File: config.mk
export PLATFORM = sky130hd
export DESIGN_NAME = bcd_updown_counter
export DESIGN_NICKNAME = d
export VERILOG_FILES = /design/src/rtl/bcd_updown_counter.sv
export SDC_FILE = /design/constraint.sdc
export NUM_CORES = 1
export LEC_CHECK = 0
export ABC_AREA = 0
export ABC_CLOCK_PERIOD_IN_PS = 1700
export CORE_MARGIN = 2
export CORE_UTILIZATION = 50
export CTS_BUF_LIST = sky130_fd_sc_hd__clkbuf_8
export CTS_CLUSTER_DIAMETER = 30
export DETAILED_ROUTE_END_ITERATION = 7
export DONT_BUFFER_PORTS = 1
export PLACE_DENSITY = 0.64
export SLEW_MARGIN = 20
export SYNTH_ARGS = -nofsm -noshare
export SYNTH_HDL_FRONTEND = slang
export SYNTH_SLANG_ARGS = --single-unit
File: constraint.sdc
create_clock -name clk -period 1.7 [get_ports clk]
set_input_delay 0.34 -clock clk [delete_from_list [all_inputs] [get_ports clk]]
set_output_delay 0.34 -clock clk [all_outputs]
set_load 0.03 [all_outputs]
File: src/rtl/bcd_updown_counter.sv
// Multi-digit synchronous BCD up/down counter with parallel load, load validity flag and terminal count.
// Optional build macro BCD_CNT_SATURATE_EN: saturate at all-9s / all-0s instead of wrapping.
module bcd_updown_counter #(
   parameter int unsigned DIGITS = 2
) (
   input  logic                  clk,
   input  logic                  rst,
   input  logic                  en,
   input  logic                  up,
   input  logic                  load,
   input  logic [4*DIGITS-1:0]   load_val,
   output logic [4*DIGITS-1:0]   bcd_out,
   output logic                  tc,
   output logic                  load_err
);

   localparam int unsigned W = 4 * DIGITS;

   if (DIGITS < 1 || DIGITS > 8) begin : g_bad_digits
      $error("bcd_updown_counter: DIGITS must be in 1..8");
   end

   logic [W-1:0] cnt_q, cnt_d;
   logic         tc_q, tc_d;
   logic         load_err_q, load_err_d;

   logic [W-1:0] step_val;
   logic         at_limit;
   logic         load_ok;

   // Ripple carry/borrow across digits; at_limit is the carry out of the top digit.
   always_comb begin
      logic       carry;
      logic [3:0] dig;
      step_val = cnt_q;
      carry    = 1'b1;
      dig      = 4'd0;
      for (int unsigned k = 0; k < DIGITS; k++) begin
         dig = cnt_q[4*k +: 4];
         if (carry) begin
            if (up) begin
               step_val[4*k +: 4] = (dig == 4'd9) ? 4'd0 : dig + 4'd1;
            end else begin
               step_val[4*k +: 4] = (dig == 4'd0) ? 4'd9 : dig - 4'd1;
            end
         end
         carry = carry & (up ? (dig == 4'd9) : (dig == 4'd0));
      end
      at_limit = carry;
   end

   // Load value is accepted only when every nibble is a decimal digit.
   always_comb begin
      load_ok = 1'b1;
      for (int unsigned k = 0; k < DIGITS; k++) begin
         if (load_val[4*k +: 4] > 4'd9) begin
            load_ok = 1'b0;
         end
      end
   end

   always_comb begin
      cnt_d      = cnt_q;
      tc_d       = 1'b0;
      load_err_d = 1'b0;
      if (load) begin
         if (load_ok) begin
            cnt_d = load_val;
         end else begin
            load_err_d = 1'b1;
         end
      end else if (en) begin
         if (at_limit) begin
            tc_d = 1'b1;
`ifdef BCD_CNT_SATURATE_EN
            cnt_d = cnt_q;
`else
            cnt_d = step_val;
`endif
         end else begin
            cnt_d = step_val;
         end
      end
   end

   always_ff @(posedge clk) begin
      if (!rst) begin
         cnt_q      <= '0;
         tc_q       <= 1'b0;
         load_err_q <= 1'b0;
      end else begin
         cnt_q      <= cnt_d;
         tc_q       <= tc_d;
         load_err_q <= load_err_d;
      end
   end

   assign bcd_out  = cnt_q;
   assign tc       = tc_q;
   assign load_err = load_err_q;

endmodule

==> impl_metrics.toml <==
[status]
status = "completed"

[yosys]
netlist_area_um2 = 788
synth_top_family_by_area = "compound AO/OA/AOI/OAI gates"
synthSimpleGateAreaFrac_pct = 26.2
synth-edff-count = 0
synth_xor_area_share_pct = 4.44
synth-seq-cells = 10
post_synth_num_cell_types = 45
yosys_warnings = 0
synthMuxAreaShare_pct = 0
synth-compound-area-share_pct = 32.7
avgSynthCellArea_um2 = 7.65
syn_inst = 103
ys_seq_area_share_pct = 25.4
ys.flop_type = "dfxtp_1"
synth_fa_ha_area_share_pct = 0
postSynth.asyncResetShare_pct = 0
syn_nets = 116

[global_routing]
grt_pass1_vias = 731
grt_max_degree = 17
grtUsageTotal_pct = 22.0
antenna_found_initial = 0
grt-ovfl-total = 0
grt_pass1_wl_mm = 3.13

[clocking]
clock_latency_ns = 0.24
cts_buffer_depth = 2
clk_pin_slew_ns = 0.05
numCtsBuffers = 3
cts-root-buf = "clkbuf_8"
cts_max_level = 1
cts_resized = 0
cts_setup_buffers = 0
cts_hold_buffers = 0
cts_tree = "yes"
numClockSinks = 10

[setup_path]
critPathMaxStageDelay_ns = 0.42
arrival_ns = 1.54
slowest_stage = "dfxtp_1"
critPathMaxFanout = 11
crit_path_start_kind = "flip-flop"
required_ns = 1.82
crit_chain = "or2_1 > a32o_1 > a211oi_1 > o22ai_1"
worst-setup-path-type = "flip-flop to flip-flop"
critPathTopFamily = "compound AO/OA/AOI/OAI gates"
timing.critical_path.buf_inv = 0
end_kind = "flip-flop"

[worst_hold_path]
worst_hold_path_type = "input port to flip-flop"

[timing]
fin_ws_ns = 0.278
setup_violations = 0
rsz0062_at_grt = "false"
maxSlewViolCount = 0
period_share_pct = 83.6
fmax_ghz = 0.703
finalSetupTns_ns = 0
min_period_ns = 1.42
finalClockSkew_ns = 0.00440
final-hold-violation-count = 0
worst_slew_pin_slew_ns = 0.553
relSlewSlack_pct = 63.1

[final_layout]
instances_no_fill = 124
area_delta_synth_final_pct = 10.6
finalInstanceArea_um2 = 872
drive_above_1_share_pct = 18.5
fillers = 138
multi_input_area_um2 = 499
regArea_um2 = 200
antennaDiodeCount = 0
nets = 122

[floorplanning]
die_x_um = 43.7
die_h_um = 43.7
fp.coreArea_mm2 = 0.00149
io_pins = 23
die_area_mm2 = 0.00191
initial_utilization_pct = 52.9
num_rows = 14

[place]
gp_congestion = 0.878
pre_cts_slack_ns = 0.281
place_hpwl_mm = 1.40
port_buffers = 0
dp_cells = 120
placed_cell_area_um2 = 817

[pwr]
peakVddDrop_uv = 385
power_uw = 773
p_leak_nw = 0.350
power_density_mw_per_mm2 = 886

[route]
routedWlPerCell_um = 15.3
totalWireLength_mm = 1.89
viasPerCell = 6.49
postRouteAntennaNets = 0
drt_iter0_drc = 43
firstDrtPassIters = 4
vias = 805
drc = 0

[flow_run]
max-cap-violations = 0
[cell usage after synthesis (all sizes together), types with 3 or more instances]
master	number	area, µm²
a21oi	7	35.0
a31oi	3	18.8
and3	5	32.5
buf	6	45.0
clkbuf	3	21.3
dfxtp	10	200
inv	6	22.5
nand2	6	22.5
nand3	6	30.0
nor2	6	22.5
o21ai	6	30.0
o31ai	5	37.5
or2	3	18.8
xnor2	3	26.3
[state kept, by name (all words and copies together), names as in the netlist]
| signal | flops |
|---|---|
| tc | 1 |
| bcd_out | 8 |
| load_err | 1 |
[cell usage in the layout (no fill, tap or decap), types with 2 or more instances in the layout]
cell / Yosys / final
inv_1: 6 / 6
o21ai_0: 4 / 4
a21oi_1: 7 / 7
nand2_1: 6 / 6
nand3_1: 6 / 6
nor2_1: 6 / 6
o31ai_1: 5 / 5
clkbuf_8: 1 / 4
dfxtp_1: 10 / 10
nor3_1: 2 / 2
o2111ai_1: 2 / 2
a31oi_1: 3 / 3
xnor2_1: 3 / 3
and3_1: 4 / 4
or2_1: 2 / 2
o22ai_1: 2 / 2
buf_4: 1 / 10
o21ai_1: 2 / 2
[stage by stage]
step | hold WS [ns] | utilization, %
after floorplan | 0.498 | -
after global placement | 0.460 | 54.9
after detailed placement | 0.467 | 54.9
after CTS | 0.213 | 58.6
after global routing | 0.227 | 58.6
final | 0.212 | 58.6
[power by group]
| part | internal [mW] | leakage (nW) | switching (mW) | total, mW |
|---|---|---|---|---|
| combinational | 0.0819 | 0.239 | 0.0969 | 0.179 |
| sequential | 0.252 | 0.0820 | 0.0376 | 0.289 |
| clock | 0.204 | 0.0288 | 0.100 | 0.304 |
| total | 0.538 | 0.350 | 0.235 | 0.773 |
[worst reg2reg max path, stage by stage (launching register included)]
cell and delay [ns]:
dfxtp_1 0.42, or2_1 0.31, a32o_1 0.25, a211oi_1 0.21, o22ai_1 0.12
[logic make-up after synthesis]
kind of cell	after synthesis
AO/OA/AOI/OAI	37
XOR/XNOR	4
buffers and inverters	15
flip-flops	10
AND/OR/NAND/NOR	37
[area by class of cell]
type	count	area share [%]
Clock buffer	4	6.31
Inverter	6	2.58
Multi-Input combinational cell	78	57.2
Sequential cell	10	23.0
Tap cell	16	2.30
Timing Repair Buffer	10	8.61
[per-layer routing]
| layer | routed length [µm] | track usage (%) | up-vias |
|---|---|---|---|
| met5 | 0 | 0 | - |
| met1 | 790 | 31.2 | 356 |
| met2 | 825 | 31.2 | 51 |
| met3 | 248 | 5.00 | 4 |
| li1 | - | - | 394 |
| met4 | 25 | 10.9 | 0 |
[worst paths after layout]
path                                 from                 endpoint  cells after the start  slack (ns)
setup / recovery  bcd_out[4]$_SDFFE_PN0P_  bcd_out[6]$_SDFFE_PN0P_                      4        0.28
hold / removal                       load      load_err$_SDFF_PN0_                      2        0.21
setup reg to reg  bcd_out[4]$_SDFFE_PN0P_  bcd_out[6]$_SDFFE_PN0P_                      4        0.28
hold reg to reg   bcd_out[6]$_SDFFE_PN0P_  bcd_out[6]$_SDFFE_PN0P_                      2        0.57
Power figures use the tool's default switching activity.
